## src/rtl/tmp_pkg.sv

```systemverilog
// Shared types and defaults for the temperature alarm monitor.
// Holds the channel state encoding and the hysteresis next-state rule.
package tmp_pkg;

    typedef enum logic [1:0] {
        NORMAL = 2'd0,
        WARN   = 2'd1,
        FIRE   = 2'd2
    } state_t;

    localparam int WARN_TH_DEF = 50;
    localparam int FIRE_TH_DEF = 70;
    localparam int HYST_DEF    = 3;

    function automatic int sat_sub(int a, int b);
        return (a > b) ? a - b : 0;
    endfunction

    function automatic state_t next_state(
        state_t cur,
        int     avg,
        int     warn_th,
        int     fire_th,
        int     hyst
    );
        state_t nxt;
        int     warn_lo;
        int     fire_lo;
        nxt     = cur;
        warn_lo = sat_sub(warn_th, hyst);
        fire_lo = sat_sub(fire_th, hyst);
        case (cur)
            NORMAL: begin
                if (avg >= fire_th)
                    nxt = FIRE;
                else if (avg >= warn_th)
                    nxt = WARN;
            end
            WARN: begin
                if (avg >= fire_th)
                    nxt = FIRE;
                else if (avg < warn_lo)
                    nxt = NORMAL;
            end
            FIRE: begin
                if (avg < fire_lo)
                    nxt = (avg >= warn_lo) ? WARN : NORMAL;
            end
            default: nxt = NORMAL;
        endcase
        return nxt;
    endfunction

endpackage

```

## src/rtl/bcd_seq.sv

```systemverilog
// Sequential double-dabble binary to BCD converter.
// One shift per cycle; the result register only changes on completion.
module bcd_seq #(
    parameter int DATA_W     = 8,
    parameter int BCD_DIGITS = 3
) (
    input  logic                    clk,
    input  logic                    rst_n,
    input  logic                    start,
    input  logic [DATA_W-1:0]       value,
    output logic                    busy,
    output logic                    done,
    output logic [4*BCD_DIGITS-1:0] bcd
);

    localparam int BW = 4 * BCD_DIGITS;
    localparam int IW = $clog2(DATA_W + 1);

    logic [DATA_W-1:0] bin_q;
    logic [BW-1:0]     work_q;
    logic [BW-1:0]     adj;
    logic [IW-1:0]     iter_q;

    always_comb begin
        adj = work_q;
        for (int d = 0; d < BCD_DIGITS; d++) begin
            if (work_q[4*d +: 4] >= 4'd5)
                adj[4*d +: 4] = work_q[4*d +: 4] + 4'd3;
        end
    end

    always_ff @(posedge clk) begin
        if (!rst_n) begin
            busy   <= 1'b0;
            done   <= 1'b0;
            bcd    <= '0;
            bin_q  <= '0;
            work_q <= '0;
            iter_q <= '0;
        end else begin
            done <= 1'b0;
            if (!busy) begin
                if (start) begin
                    busy   <= 1'b1;
                    bin_q  <= value;
                    work_q <= '0;
                    iter_q <= IW'(DATA_W);
                end
            end else if (iter_q != '0) begin
                work_q <= {adj[BW-2:0], bin_q[DATA_W-1]};
                bin_q  <= bin_q << 1;
                iter_q <= iter_q - 1'b1;
            end else begin
                bcd  <= work_q;
                done <= 1'b1;
                busy <= 1'b0;
            end
        end
    end

endmodule

```

## src/rtl/tmp_alarm_monitor.sv

```systemverilog
// Multi-channel temperature supervisor: block averaging, hysteretic
// NORMAL/WARN/FIRE classification, sticky fire alarm and BCD readout.
module tmp_alarm_monitor
    import tmp_pkg::*;
#(
    parameter int  CHANNELS   = 3,
    parameter int  DATA_W     = 8,
    parameter int  AVG_LOG2   = 2,
    parameter int  WARN_TH    = WARN_TH_DEF,
    parameter int  FIRE_TH    = FIRE_TH_DEF,
    parameter int  HYST       = HYST_DEF,
    parameter int  BCD_DIGITS = 3,
    localparam int CH_W       = (CHANNELS > 1) ? $clog2(CHANNELS) : 1
) (
    input  logic                    clk,
    input  logic                    rst_n,
    input  logic                    sample_valid,
    input  logic [CH_W-1:0]         sample_ch,
    input  logic [DATA_W-1:0]       sample_data,
    input  logic [CH_W-1:0]         sel_ch,
    input  logic                    ack,
    output logic [CHANNELS-1:0]     is_warning,
    output logic [CHANNELS-1:0]     is_fire,
    output logic                    fire_latched,
    output logic [DATA_W-1:0]       avg_out,
    output logic [4*BCD_DIGITS-1:0] bcd,
    output logic                    bcd_valid
);

    localparam int AW   = DATA_W + AVG_LOG2;
    localparam int CW   = (AVG_LOG2 > 0) ? AVG_LOG2 : 1;
    localparam int NSEL = 1 << CH_W;
    localparam logic [CW-1:0] CNT_LAST = CW'((1 << AVG_LOG2) - 1);

    logic [AW-1:0]     acc_q  [CHANNELS];
    logic [AW-1:0]     sum    [CHANNELS];
    logic [CW-1:0]     cnt_q  [CHANNELS];
    logic [DATA_W-1:0] avg_q  [CHANNELS];
    state_t            st_q   [CHANNELS];
    state_t            st_nxt [CHANNELS];
    logic [CHANNELS-1:0] upd_q;
    logic              fire_enter;
    logic              fire_enter_q;

    logic [DATA_W-1:0] avg_pad [NSEL];
    logic [NSEL-1:0]   upd_pad;
    logic [CH_W-1:0]   sel_q;
    logic              pend_q;
    logic              trig;
    logic              start;
    logic              busy;

    always_comb begin
        fire_enter = 1'b0;
        for (int i = 0; i < CHANNELS; i++) begin
            sum[i]    = acc_q[i] + AW'(sample_data);
            st_nxt[i] = upd_q[i]
                ? next_state(st_q[i], int'(avg_q[i]),
                             WARN_TH, FIRE_TH, HYST)
                : st_q[i];
            if (st_nxt[i] == FIRE && st_q[i] != FIRE)
                fire_enter = 1'b1;
        end
    end

    always_ff @(posedge clk) begin
        if (!rst_n) begin
            for (int i = 0; i < CHANNELS; i++) begin
                acc_q[i] <= '0;
                cnt_q[i] <= '0;
                avg_q[i] <= '0;
                st_q[i]  <= NORMAL;
            end
            upd_q        <= '0;
            is_warning   <= '0;
            is_fire      <= '0;
            fire_enter_q <= 1'b0;
        end else begin
            fire_enter_q <= fire_enter;
            for (int i = 0; i < CHANNELS; i++) begin
                upd_q[i]      <= 1'b0;
                st_q[i]       <= st_nxt[i];
                is_warning[i] <= (st_nxt[i] != NORMAL);
                is_fire[i]    <= (st_nxt[i] == FIRE);
                if (sample_valid && int'(sample_ch) == i) begin
                    if (cnt_q[i] == CNT_LAST) begin
                        avg_q[i] <= DATA_W'(sum[i] >> AVG_LOG2);
                        acc_q[i] <= '0;
                        cnt_q[i] <= '0;
                        upd_q[i] <= 1'b1;
                    end else begin
                        acc_q[i] <= sum[i];
                        cnt_q[i] <= cnt_q[i] + 1'b1;
                    end
                end
            end
        end
    end

    // A fresh fire entry beats a simultaneous acknowledge.
    always_ff @(posedge clk) begin
        if (!rst_n)
            fire_latched <= 1'b0;
        else if (fire_enter_q)
            fire_latched <= 1'b1;
        else if (ack && is_fire == '0)
            fire_latched <= 1'b0;
    end

    always_comb begin
        for (int i = 0; i < NSEL; i++) begin
            avg_pad[i] = '0;
            upd_pad[i] = 1'b0;
        end
        for (int i = 0; i < CHANNELS; i++) begin
            avg_pad[i] = avg_q[i];
            upd_pad[i] = upd_q[i];
        end
    end

    assign avg_out = avg_pad[sel_ch];
    assign trig    = upd_pad[sel_ch] | (sel_ch != sel_q);
    assign start   = !busy && (trig || pend_q);

    // Triggers during a conversion collapse into one queued restart.
    always_ff @(posedge clk) begin
        if (!rst_n) begin
            sel_q  <= '0;
            pend_q <= 1'b0;
        end else begin
            sel_q <= sel_ch;
            if (start)
                pend_q <= 1'b0;
            else if (trig)
                pend_q <= 1'b1;
        end
    end

    bcd_seq #(
        .DATA_W     (DATA_W),
        .BCD_DIGITS (BCD_DIGITS)
    ) u_bcd (
        .clk   (clk),
        .rst_n (rst_n),
        .start (start),
        .value (avg_out),
        .busy  (busy),
        .done  (bcd_valid),
        .bcd   (bcd)
    );

endmodule

```

## config.mk

```make
export PLATFORM = sky130hd
export DESIGN_NAME = tmp_alarm_monitor
export DESIGN_NICKNAME = d
export VERILOG_FILES = /design/src/rtl/tmp_pkg.sv /design/src/rtl/bcd_seq.sv /design/src/rtl/tmp_alarm_monitor.sv
export SDC_FILE = /design/constraint.sdc
export NUM_CORES = 1
export LEC_CHECK = 0
export ABC_AREA = 0
export CAP_MARGIN = 20
export CORE_MARGIN = 2
export CORE_UTILIZATION = 59
export DETAILED_ROUTE_END_ITERATION = 10
export PLACE_DENSITY = 0.84
export SETUP_SLACK_MARGIN = 0.15
export SYNTH_ARGS = -nofsm -noshare
export SYNTH_HDL_FRONTEND = slang
export SYNTH_SLANG_ARGS = --single-unit
```

## constraint.sdc

```tcl
create_clock -name clk -period 2.9 [get_ports clk]
set_clock_uncertainty 0.2 [all_clocks]
set_input_delay 0.58 -clock clk [delete_from_list [all_inputs] [get_ports clk]]
set_output_delay 0.58 -clock clk [all_outputs]
set_load 0.03 [all_outputs]
```

# == Yosys cells after proc, flatten, opt, wreduce, memory -nomap -nowiden ==
# Memory sizes are Yosys's and may differ from the RTL's.
# Index checks and enable logic that the tools add are counted.
# totals
register_bits,52
mem_bits_rw,66
inputBits,16
wordCells,207
n_memories,4
# mem_list
name,depth,width,rd,rd_clocked_by_memory_dff,write_ports,line,source
acc_q,3,10,3,0,3,tmp_alarm_monitor.sv:35,logic [AW-1:0] acc_q [CHANNELS];
avg_q,3,8,3,0,3,tmp_alarm_monitor.sv:38,logic [DATA_W-1:0] avg_q [CHANNELS];
cnt_q,3,2,3,0,3,tmp_alarm_monitor.sv:37,logic [CW-1:0] cnt_q [CHANNELS];
st_q,3,2,3,0,3,tmp_alarm_monitor.sv:39,state_t st_q [CHANNELS];
# op_classes
n_addsub,10
magnitude_cmp,20
eq_ne,19
n_mux,94
bitwise_logic,22
n_reduce_logical,25
# op_table
operator,n
8-bit two-way mux,8
10-bit two-way mux,6
2-bit two-way mux,27
8-bit by 6-bit greater-or-equal comparator with 1-bit output (second input constant),6
1-bit two-way mux,39
12-bit two-way mux,3
10-bit by 8-bit adder with 10-bit output,3
8-bit by 7-bit greater-or-equal comparator with 1-bit output (second input constant),3
8-bit by 6-bit less-than comparator with 1-bit output (second input constant),3
8-bit by 7-bit less-than comparator with 1-bit output (second input constant),3
2-bit equality test (second input constant),11
4-bit two-way mux,5
1-bit bitwise OR,19
2-bit one-hot mux with 3 select lines,3
8-bit binary-select mux with 2-bit select,1
4-bit by 3-bit greater-or-equal comparator with 1-bit output (second input constant),3
2-bit nonzero test,5
4-bit by 2-bit adder with 4-bit output (second input constant),2
1-bit logical AND,8
2-bit zero test,4
2-bit != test (second input constant),4
2-bit by 1-bit adder with 2-bit output (second input constant),3
2-bit by 1-bit equality test with 1-bit output (second input constant),3
2-bit AND reduction,3
other kinds (14),15

# == Depth between registers and ports, before layout ==
# Gate-level depths: netlist of the first run.
# An unclocked memory read counts as a cell.
# depth
ltp_word,11
mapped_depth,9
ltp_nobuf,8

# == By module ==
# Synthesis of the first run repeated with hierarchy kept, for this count alone.
# unflattened
cells_unflattened,627
hier_area_um2,6254.7
# by_module_without_submodules
module,n_inst,cells_per_inst,area_each_um2,seq_area_each_um2
tmp_alarm_monitor,1,441,4489.3,2202.1
bcd_seq,1,186,1765.4,760.7

# == Least setup slack after synthesis of the first run ==
# Ideal clock, no wire load.
# synth_path
path_type,input-to-reg
from,in sample_data[0]
to,mem acc_q[1][8] in the netlist's numbering (data pin)
setup_time_ns,0.270
t_arrival_ns,1.948
path_slack_ns,0.482
path_stages,8
n_path_buf,0
cell_sequence,ha_1 > inv_1 > fa_1 > nor2b_1 > o21ai_1 > a21boi_0 > o41ai_2 > mux2i_1
# synth_lines
element,line,source
"start, declared",tmp_alarm_monitor.sv:19,"input logic [DATA_W-1:0] sample_data,"
"end, declared",tmp_alarm_monitor.sv:35,

# == Worst setup path in the final report of the first run ==
# layout_path
from,in sel_ch[1]
to,out avg_out[5]
# layout_between
elab_chain_len,4
# layout_rtl
element,line,source
"start, declared",tmp_alarm_monitor.sv:20,"input logic [CH_W-1:0] sel_ch,"
2-bit NOT with 3-bit output (not written as such),tmp_alarm_monitor.sv:121,assign avg_out = avg_pad[sel_ch];
8-bit binary-select mux with 2-bit select,tmp_alarm_monitor.sv:121,
8-bit two-way mux (not written as such) (2 in a row),tmp_alarm_monitor.sv:121,
"end, declared",tmp_alarm_monitor.sv:25,"output logic [DATA_W-1:0] avg_out,"
# Every way passes these cells. The select of a mux whose other input is x is not followed.

==> run summary, run 1 <==
For the first-pass GRT wire length, the log shows 24100 um. The launching point of the worst reg2reg path was acc_q[0][0]. For the via count of the first global-routing pass, the log shows 5135. Setup slack on the worst reg-to-reg path comes out at 0.57 ns. The Yosys step of the flow raised 0 warnings.

After floorplanning, the core was divided into 38 placement rows. At the worst endpoint, the required time is 2.12 ns. The tools report the post-route standard cell area excluding fillers as 7680 um2. Routability-driven placement finished with a final weighted congestion of 0.934.

The number of failing setup endpoints in the final timing report was 0; the final routed wirelength across all metal layers was 14600 um. Entering global routing, the biggest net connects 32 pins. The count of port buffers added during placement was 43. The number of setup buffers added after CTS is 0. The vias per cell was 5.97. After detailed routing, the average wire length per cell comes to 16.3 um. The tools report the sort of element at the start of the critical path as a primary input. Before antenna repair, the detailed router went through 7 iterations. The clock-pin slew of the registers on the worst-case setup and hold paths works out to 0.06 ns. The core area is 10700 um2.

The die extent in y is 108 um. The number of enable-type register cells in the synthesized netlist works out to 60. For this block, the initial DRC count from the detailed router was 458. The synthesized design contains 118 register bits. The HPWL after detailed placement is 10600 um. The remaining global-route overflow was 0; the mapped cell area was 6400 um2. For met1 alone, demand over resource in global routing was 32.7%.

At the pin with the least slew margin, the transition time is 0.608 ns. Gates resized during post-CTS repair numbered 0. Synthesis produced a netlist with a net count of 732. Predominant post-synthesis flop cell: sky130_fd_sc_hd__edfxtp_1. The number of antenna diodes in the final layout is 0.

The CTS sink count came out at 118. Once layout is complete, the utilization of the core stands at 71.8%. The detail route stage leaves a number of antenna-violating nets equal to 0. In this run, post-CTS hold repair placed 0 buffers.

Walking the worst path, the cells encountered are clkdlybuf4s50_1, buf_12, nor2b_1, buf_4, nand2_1, o21ai_1, buf_4. The tools report the remaining design rule violation count as 0. The arrival time of the worst setup path is 1.91 ns, and the overall via count from detail_route is 5353. Of the post-synthesis cell area, the part taken by muxes is 2.66%. Counting flops with an async set or reset pin after synthesis yields a share of 0%. The run finished with clean final reports. The post-synthesis simple-gate area fraction is 20.6%, and the final count of pins violating max slew is 0. The met3 demand-to-capacity share in global routing was 5.73%; the remaining max-slew budget at the tightest pin was 59.4%. Overall die area: 11700 um2. The clock latency on the worst-skew pair is 0.53 ns. After the last flow step, the layout net total stands at 798. The number of antenna violations at the first check in global routing is 0. Global routing used 26.7% of the available tracks. The largest fanout on the critical path was 14.

The busiest layer in global routing was met2. The run gives 0 as the hold violation count in the final report. The logs give 2 for the maximum buffer depth of the clock tree and 46.3% for the sequential cell area fraction in the yosys report. The total power per unit cell area is 583 nW/um2. Dividing the synthesized area by the synthesized cell count gives 9.44 um2. For the worst IR drop on VDD, the log shows 0.000490 V. In the synthesized netlist, the number of instances is 678. TritonCTS built the clock tree. The global-route met2 utilization is 43.5%. For this design, the slowest cell found on the critical path is sky130_fd_sc_hd__clkdlybuf4s50_1. On the critical path the largest part of the delay comes from buffers and inverters.

Clock tree synthesis inserted a total of 17 buffers. In this run the worst setup path begins at sel_ch[1]. Cell at the root of the clock tree: sky130_fd_sc_hd__clkbuf_8. The post-synthesis share of cell area spent on xor and xnor gates was 3.42%; the time the final worst path needs with I/O delays and setup was 2.69 ns. The most numerous cell type found on the critical path is sky130_fd_sc_hd__buf_4. The synthesized netlist contains 58 unique library cells. The tools report the initial cell density of the core as 59.8%. STA classifies the critical path endpoint as an output pin. The critical path buffer and inverter count was 4.

On the worst path, the slowest cell contributes a delay of 0.45 ns. The share of the synthesized area in compound gates (AO/OA/AOI/OAI) came out at 15.9%. From synthesis to final layout, the design area changed by 19.9%. By area, the combinational part of the netlist is dominated by simple AND/OR/NAND/NOR gates. In the finished design, the share of the clock period the worst path needs comes to 92.9%. Setup repair after global routing left no endpoint under its margin.

Across the run, the number of max-cap violations was 0. The highest attainable clock frequency was 371 MHz; the reported leakage power was 3.01 nW. The worst hold path begins at u_bcd.bcd[6].

The H-tree was split into 4 levels. The adder and majority gate portion of the synthesized area is 7.78%. Die width: 108 um. Kind of path behind the tightest hold check: reg2reg. The number of ports placed on the die boundary was 44; the post-place instance area was 7110 um2. The layout cell share with drive strength beyond 1 came out at 10.3%. The critical setup path kind was in2out.
==> synth_stat cells, types with 6 or more instances <==
| cell | number | share of area [%] |
|---|---|---|
| sky130_fd_sc_hd__nand2b_1 | 22 | 2.1 |
| sky130_fd_sc_hd__a211oi_1 | 6 | 0.70 |
| sky130_fd_sc_hd__o21ai_0 | 35 | 2.7 |
| sky130_fd_sc_hd__nor3_1 | 27 | 2.1 |
| sky130_fd_sc_hd__dfxtp_1 | 58 | 18 |
| sky130_fd_sc_hd__a21o_1 | 6 | 0.70 |
| sky130_fd_sc_hd__nand2_1 | 73 | 4.3 |
| sky130_fd_sc_hd__and3_1 | 7 | 0.68 |
| sky130_fd_sc_hd__a21oi_1 | 43 | 3.4 |
| sky130_fd_sc_hd__or3_1 | 6 | 0.59 |
| sky130_fd_sc_hd__inv_1 | 27 | 1.6 |
| sky130_fd_sc_hd__mux2i_1 | 17 | 2.7 |
| sky130_fd_sc_hd__nand3_1 | 16 | 1.3 |
| sky130_fd_sc_hd__a31oi_1 | 7 | 0.68 |
| sky130_fd_sc_hd__and2_1 | 16 | 1.6 |
| sky130_fd_sc_hd__xnor2_1 | 8 | 1.1 |
| sky130_fd_sc_hd__ha_1 | 35 | 6.8 |
| sky130_fd_sc_hd__o21a_1 | 10 | 1.2 |
| sky130_fd_sc_hd__nor2_1 | 78 | 4.6 |
| sky130_fd_sc_hd__nor2b_1 | 7 | 0.68 |
| sky130_fd_sc_hd__xor2_1 | 17 | 2.3 |
| sky130_fd_sc_hd__buf_2 | 7 | 0.55 |
| sky130_fd_sc_hd__o211ai_1 | 11 | 1.3 |
| sky130_fd_sc_hd__edfxtp_1 | 60 | 28 |
| sky130_fd_sc_hd__nand4_1 | 7 | 0.68 |
| sky130_fd_sc_hd__clkbuf_1 | 11 | 0.64 |
==> final cells by class <==
type | count | area (um2)
inverters | 27 | 101
fillers | 745 | 3020
repair buffers | 71 | 646
clock inverters | 11 | 108
multi-input cells | 509 | 3250
flip-flops and latches | 118 | 2960
well taps | 140 | 175
clock buffers | 21 | 439
==> metal layers <==
metal / part of all wire (%) / wire length (um)
met1: 43 / 6240
met5: 0 / 0
met3: 5.0 / 738
met4: 4.0 / 584
met2: 48 / 7090
==> per-stage QoR <==
step | instances | hold slack (ns) | worst slack (ns) | TNS [ns] | power [mW]
floorplan | 678 | 0.213 | 0.482 | 0 | 2.34
global placement | 865 | 0.224 | -0.0750 | -0.746 | 2.52
detailed placement | 865 | 0.241 | -0.170 | -2.09 | 2.54
CTS | 897 | 0.258 | 0.184 | 0 | 4.48
global route | 897 | 0.274 | 0.148 | 0 | 4.64
finish | 897 | 0.256 | 0.207 | 0 | 4.47
==> where the power goes <==
| group | switching, mW | leakage (nW) | internal (mW) |
|---|---|---|---|
| clock | 0.717 | 0.268 | 1.23 |
| combinational | 0.385 | 1.65 | 0.259 |
| sequential | 0.0556 | 1.10 | 1.83 |
| total | 1.16 | 3.01 | 3.32 |
==> worst register-to-register path, cell delays in order (launching register included) <==
cell                       delay (ns)
sky130_fd_sc_hd__edfxtp_1        0.37
sky130_fd_sc_hd__ha_1            0.21
sky130_fd_sc_hd__inv_1           0.09
sky130_fd_sc_hd__fa_1            0.20
sky130_fd_sc_hd__nor2b_1         0.05
sky130_fd_sc_hd__o21ai_0         0.20
sky130_fd_sc_hd__a21boi_0        0.14
sky130_fd_sc_hd__buf_4           0.16
sky130_fd_sc_hd__o41ai_2         0.31
sky130_fd_sc_hd__mux2i_1         0.25
==> registers in the layout, indices dropped and copies added, names as in the netlist, 3 cells and up <==
signal and cells:
u_bcd.iter_q 4, st_q 6, u_bcd.bcd 12, cnt_q 6, acc_q 30, u_bcd.bin_q 8, upd_q 3, is_fire 3
avg_q 24, is_warning 3, u_bcd.work_q 12
==> placed cells by master, fill, tap and decap left out, types with 11 or more instances in the layout <==
cell type,n
sky130_fd_sc_hd__nand3_1,16
sky130_fd_sc_hd__xor2_1,17
sky130_fd_sc_hd__edfxtp_1,60
sky130_fd_sc_hd__ha_1,35
sky130_fd_sc_hd__buf_4,34
sky130_fd_sc_hd__inv_1,27
sky130_fd_sc_hd__o21ai_0,26
sky130_fd_sc_hd__nand2_1,73
sky130_fd_sc_hd__nor2_1,78
sky130_fd_sc_hd__and2_1,16
sky130_fd_sc_hd__dfxtp_1,58
sky130_fd_sc_hd__nand2b_1,22
sky130_fd_sc_hd__clkdlybuf4s50_1,35
sky130_fd_sc_hd__a21oi_1,43
sky130_fd_sc_hd__mux2i_1,17
sky130_fd_sc_hd__clkbuf_16,16
sky130_fd_sc_hd__o211ai_1,11
sky130_fd_sc_hd__nor3_1,27
==> worst paths after layout <==
| check | endpoint | cells past startpoint |
|---|---|---|
| worst max register to register | acc_q[0][8] | 9 |
| worst min-delay path | u_bcd.bcd[6] | 2 |
| worst max-delay path | avg_out[5] | 7 |
| worst min register to register | u_bcd.bcd[6] | 2 |
==> logic make-up after synthesis <==
kind of cell,Yosys count
and+or+nand+nor,276
AOI/OAI and AO/OA,153
DFF,118
buffers and inverters,51
adders and majority gates,38
xor gates and xnor gates,25
muxes,17
Power figures use the tool's default switching activity.
==> inputs of run 2 (changes only) <==
CORE_MARGIN = 3   (was 2)
==> run summary, run 2 (same netlist as run 1, synthesis figures left out) <==
Entering global routing, the biggest net connects 37 pins. The wire-length estimate of the detail-placed layout is 10600 um. Wires add up to 15100 um. The via count of the first global-routing pass was 5341; the CTS sink count was 118. Launching point of the worst reg2reg path: u_bcd.iter_q[0].

In this run the post-CTS setup repair buffer count came out at 0. The tools report the number of failing setup endpoints in the final timing report as 0. For the worst IR drop on VDD, the log shows 0.000405 V. In the routed layout, each cell is associated on average with a via count of 6.01.

After filler insertion, the fill cell instance count of the layout stands at 733. The routed wirelength normalized by instance count came out at 16.9 um. TritonCTS created 17 clock buffers. The number of iterations in the first detailed-routing pass was 5. The worst setup path is launched from a primary input. The detail route stage leaves a number of antenna-violating nets equal to 0. The path depth of the worst reg2reg path was 6. The tools report the clock latency on the worst-skew pair as 0.52 ns.

The region available for standard cell placement spans 10400 um2. Hold timing on the final database bottoms out at a slack of 0.240 ns. Of the cells placed in the final design, the portion with a size suffix greater than 1 is 10.8%. TritonCTS built the clock tree. Input and output buffers added on the ports amount to 43. The largest register by flop count is acc_q. Across the whole layout, storage elements account for 2960 um2. The die is 110 um tall. The run gives 0 as the remaining global-route overflow.

The path class of the tightest hold or removal check is reg2reg. The worst hold path passes through 2 cells. The die covers 12100 um2. The highest attainable clock frequency is 374 MHz. The run finished with clean final reports. The time the final worst path needs with I/O delays and setup works out to 2.67 ns. After the first detailed-routing iteration, the DRC count stood at 362. 44 I/O pins were placed.

Of all nets on the critical path, the largest fanout is 14. For flop-to-flop paths, the worst setup slack is 0.54 ns. Data on the critical path arrives at its endpoint at 1.89 ns.

The reported leakage power was 3.02 nW. At the pin with the least slew margin, the transition time is 0.694 ns. The first global-routing pass estimated 25000 um of wire.

At the placement stage, the worst setup path has a slack of -0.180 ns. The worst hold path terminates at fire_latched. The overall via count from detail_route was 5377; the die width was 110 um. For the remaining max-slew budget at the tightest pin, the log shows 52.6%.

The critical setup path kind was in2out. Flip-flop count of the largest register, all copies and words added: 30. The tree is rooted in a sky130_fd_sc_hd__clkbuf_8. Kind of end point of the critical path: an output pin. The clock-pin slew of the registers on the worst-case setup and hold paths was 0.05 ns; the area growth from synthesis to layout was 20.2%.

In the post-route analysis, the smallest setup slack over all paths is 0.230 ns. Routability-driven placement finished with a final weighted congestion of 0.920. For this run, design rule violations remaining after detail routing come to 0. Power spread over the standard cell area amounts to 583 nW/um2. Setup repair after global routing left no endpoint under its margin.

The count of nets after finishing is 799. In this run the most critical hold path is launched from fire_enter_q. The row count came out at 37. In this run, placement finished with an instance count of 862.

Dividing the final minimum period by the clock period gives 92.1%. Most common library cell in the layout ignoring fill and taps: sky130_fd_sc_hd__nor2_1. The multi-input combinational cells in the finished layout cover a total of 3250 um2.

The filler-free cell count of the finished design was 894; the number of H-tree levels was 4. In the final layout, the registers with the most flip-flops are acc_q (30), avg_q (24). Global routing used 26.7% of the available tracks. The endpoint identified for the worst register-to-register timing path is u_bcd.bin_q[1]. The initial cell density of the core was 61.5%. The top cell types in the final layout, fill and taps aside, are 78 x sky130_fd_sc_hd__nor2_1, 73 x sky130_fd_sc_hd__nand2_1, 60 x sky130_fd_sc_hd__edfxtp_1, 58 x sky130_fd_sc_hd__dfxtp_1, 43 x sky130_fd_sc_hd__a21oi_1. STA puts the critical path data required time at 2.12 ns. The hold violation count in the final report was 0.

After layout, the design draws a total of 4.49 mW. Max-cap violations in this run came to 0. The clock passes through at most 2 buffers.

After routing, the total negative slack on setup checks comes to 0 ns. The number of antenna violations at the first check in global routing is 0, and the total inserted antenna cells is 0. The number of buffers added to fix hold violations after cts came out at 0. The run gives 0 as the final count of pins violating max slew.
[run 2: cell types whose count changed in the layout (fill, tap and decap cells not counted), sizes merged]
cell / previous run / this run
clkbuf: 21 / 25
buf: 36 / 37
clkinv: 8 / 4
bufinv: 2 / 1
inv: 27 / 28
[run 2: what timing repair did]
action,in CTS,in global routing
hold endpoints to repair,0,0
endpoints found under the setup margin,0,8
resized for setup,0,15
[run 2: area by class of cell]
class | instances | area share [%]
multi-input cells | 509 | 42.3
flip-flops and latches | 118 | 38.5
repair buffers | 72 | 8.49
clock buffers | 25 | 6.31
well taps | 136 | 2.21
inverters | 27 | 1.32
clock inverters | 7 | 0.878
[run 2: power by group]
group          total [mW]  internal [mW]  switching, mW
clock network        1.94           1.23          0.712
registers            1.88           1.83         0.0547
logic               0.661          0.263          0.398
[run 2: worst max path at each step]
stage                   start           end  slack (ns)  cells after the start
2_1_floorplan  sample_data[0]   acc_q[1][8]        0.48                      8
3_3_place_gp   sample_data[0]  avg_q[0][14]       -0.07                     10
3_5_place_dp   sample_data[0]  avg_q[0][22]       -0.18                     10
4_1_cts             sel_ch[1]    avg_out[1]        0.18                      7
5_1_grt             sel_ch[1]    avg_out[7]        0.16                      7
6_report            sel_ch[1]    avg_out[7]        0.23                      7
[run 2: critical path: stages]
cell and delay, ns:
sky130_fd_sc_hd__clkdlybuf4s50_1 0.45, sky130_fd_sc_hd__buf_12 0.17, sky130_fd_sc_hd__nor2b_1 0.11, sky130_fd_sc_hd__buf_4 0.16, sky130_fd_sc_hd__nand2_1 0.06, sky130_fd_sc_hd__o21ai_1 0.15
sky130_fd_sc_hd__buf_4 0.21
[run 2: metrics by stage]
| step | cell area (um2) | utilization [%] |
|---|---|---|
| after floorplan | 6400 | - |
| after global placement | 7110 | 68.3 |
| after detailed placement | 7110 | 68.3 |
| after CTS | 7670 | 73.6 |
| after global routing | 7690 | 73.9 |
| final | 7690 | 73.9 |
[run 2: routing by layer]
layer | global-route usage [%] | routed length, um
met1 | 32.3 | 6290
met2 | 44.3 | 7320
met3 | 5.47 | 854
met4 | 15.5 | 685
met5 | 0 | 0
==> inputs of run 3 (changes only) <==
REMOVE_ABC_BUFFERS = 1   (was unset)
==> run summary, run 3 (same netlist as run 1, synthesis figures left out) <==
The library cells used most frequently in the layout, excluding fill and tap cells, are 78 x sky130_fd_sc_hd__nor2_1, 73 x sky130_fd_sc_hd__nand2_1, 60 x sky130_fd_sc_hd__edfxtp_1, 58 x sky130_fd_sc_hd__dfxtp_1, 43 x sky130_fd_sc_hd__a21oi_1. Buffers inserted during clock tree synthesis total 17. The endpoint identified for the worst register-to-register timing path is u_bcd.work_q[11]. The via count of the first global-routing pass is 5288. The final antenna-violating net count was 0.

The routed layout has 5314 vias. Relative to the synthesized area, the layout overhead comes to 20.2%. The most critical setup path has its startpoint at sel_ch[1]. The largest fanout on the critical path came out at 14. Setup repair after global routing left no endpoint under its margin. The tools report the number of failing setup endpoints in the final timing report as 0. The die is 110 um tall. The register with the most flip-flops in the layout has 30 of them.

The worst IR drop on VDD is 0.000534 V. For the arrival time of the worst setup path, the log shows 1.88 ns. After global routing the overflow that remains totals 0.

The final count of pins violating max slew is 0. The tools report the number of antenna violations at the first check in global routing as 0. The kind of end point of the critical path was an output pin. The final layout contains routed wiring with a total length of 15200 um. The run finished with clean final reports. Entering global routing, the biggest net connects 32 pins. The tightest min-delay check is of the reg2reg type.

The tools report the violation count after the first detailed-route iteration as 484. After clock tree synthesis, the clock-pin slew on the worst setup and hold paths is 0.05 ns. In the final layout, the multi-input gates occupy 3270 um2. In this run the static leakage power is 3.02 nW. The largest register by flop count was acc_q. Counting cells, the worst reg-to-reg path comes to 8. In the final routed layout, each cell accounts on average for 17.0 um. Measured along the x axis, the die boundary spans 110 um. The remaining max-slew budget at the tightest pin is 62.7%, and the post-route fraction of the period consumed by the critical path is 91.8%. For this run, the post-layout net count is 801.

The wire-length estimate of the detail-placed layout is 11000 um. The number of antenna diodes in the final layout is 0. At the end of routability-driven placement, the weighted congestion stood at 0.956. In this run the clock root is driven by a sky130_fd_sc_hd__clkbuf_8. The CTS sink count is 118.

The first global-routing pass estimated 24900 um of wire. For this configuration, the core starts out at a cell density of 61.5%. During I/O placement, the number of pins put on the boundary was 44. The post-route netlist has 11.1% of its cells at a drive strength greater than 1. In this run the number of H-tree levels came out at 4.

In this run the deepest clock path goes through 2 buffers. During placement, the flow inserted port buffers numbering 43. The transition at the pin with the smallest max-transition slack was 0.559 ns; the vias per cell was 5.93. Final-layout worst hold slack: 0.248 ns. After routing the design area is 7690 um2. For the worst-skew pair, the clock arrives at the later sink with an insertion delay of 0.53 ns. The most common library cell in the layout ignoring fill and taps is sky130_fd_sc_hd__nor2_1. The total power per unit cell area works out to 572 nW/um2. The startpoint identified for the worst register-to-register timing path is u_bcd.iter_q[0]. Static timing analysis puts the maximum clock frequency at 375 MHz.

The core area is 10400 um2. The routed design could run at a clock period as short as 2.66 ns. The hold violation count in the final report is 0, and the storage element area is 2960 um2. Global routing consumed, over all layers together, 26.9% of the routing resources. The remaining design rule violation count is 0, and the number of violations of the max-capacitance limit is 0. TritonCTS built the clock tree. Summing all placed instances gives a cell area of 7130 um2.

The destination of the critical timing path was avg_out[1]. In the final layout, the registers with the most flip-flops are acc_q (30), avg_q (24). The worst setup path is launched from a primary input. The overall die area is 12100 um2. The row count came out at 37. For the accumulated negative setup slack, the log shows 0 ns.

The setup path with the least slack is of type in2out. The tools report the flop-to-flop setup slack as 0.63 ns. The count of filler cells inserted in the layout is 736, and the number of iterations in the first detailed-routing pass is 6.

Data on the critical path is required at its endpoint by 2.12 ns.
run 3: metal layers:
metal / track usage (%) / vias up / routed length (um)
li1: - / 2586 / -
met2: 45.1 / 202 / 7460
met5: 0 / - / 0
met3: 7.69 / 46 / 977
met1: 31.5 / 2480 / 6280
met4: 13.5 / 0 / 506
run 3: final cells by class:
| class | instances | area share [%] |
|---|---|---|
| clock inverter | 11 | 1.09 |
| timing repair buffer | 74 | 8.68 |
| tap | 136 | 2.21 |
| inverter | 27 | 1.32 |
| clock buffer | 21 | 5.71 |
| sequential | 118 | 38.5 |
| multi-input combinational | 509 | 42.5 |
run 3: per-stage QoR:
step | setup slack [ns] | power [mW] | instances | utilization (%)
2_1_floorplan | 0.256 | 2.31 | 654 | -
3_3_place_gp | -0.0734 | 2.52 | 864 | 68.4
3_5_place_dp | -0.248 | 2.55 | 864 | 68.4
4_1_cts | 0.158 | 4.40 | 896 | 73.5
5_1_grt | 0.152 | 4.58 | 896 | 73.9
6_report | 0.236 | 4.40 | 896 | 73.9
run 3: repair_timing:
action / 4_1_cts / 5_1_grt
resized for setup: 0 / 18
hold buffers: 0 / 0
setup endpoints to repair: 0 / 10
buffers inserted: 0 / 0
run 3: worst min-delay path by stage:
stage                             from  cells after the start  slack [ns]           end
final                     fire_enter_q                      2        0.25  fire_latched
after global routing      u_bcd.bcd[4]                      2        0.28  u_bcd.bcd[4]
after CTS                 fire_enter_q                      2        0.26  fire_latched
after detailed placement  fire_enter_q                      2        0.24  fire_latched
after global placement    fire_enter_q                      2        0.22  fire_latched
after floorplan           fire_enter_q                      2        0.21  fire_latched
run 3: report_power, final:
| part | internal [mW] | leakage (nW) | switching (mW) |
|---|---|---|---|
| registers | 1.83 | 1.10 | 0.0551 |
| clock network | 1.14 | 0.250 | 0.719 |
| logic | 0.264 | 1.67 | 0.397 |
| total | 3.23 | 3.02 | 1.17 |
run 3: critical path, cell delays in order:
cell                              delay [ns]
sky130_fd_sc_hd__clkdlybuf4s50_1        0.45
sky130_fd_sc_hd__buf_12                 0.17
sky130_fd_sc_hd__nor2b_1                0.11
sky130_fd_sc_hd__buf_4                  0.16
sky130_fd_sc_hd__nand2_1                0.09
sky130_fd_sc_hd__o21ai_2                0.11
sky130_fd_sc_hd__buf_4                  0.20
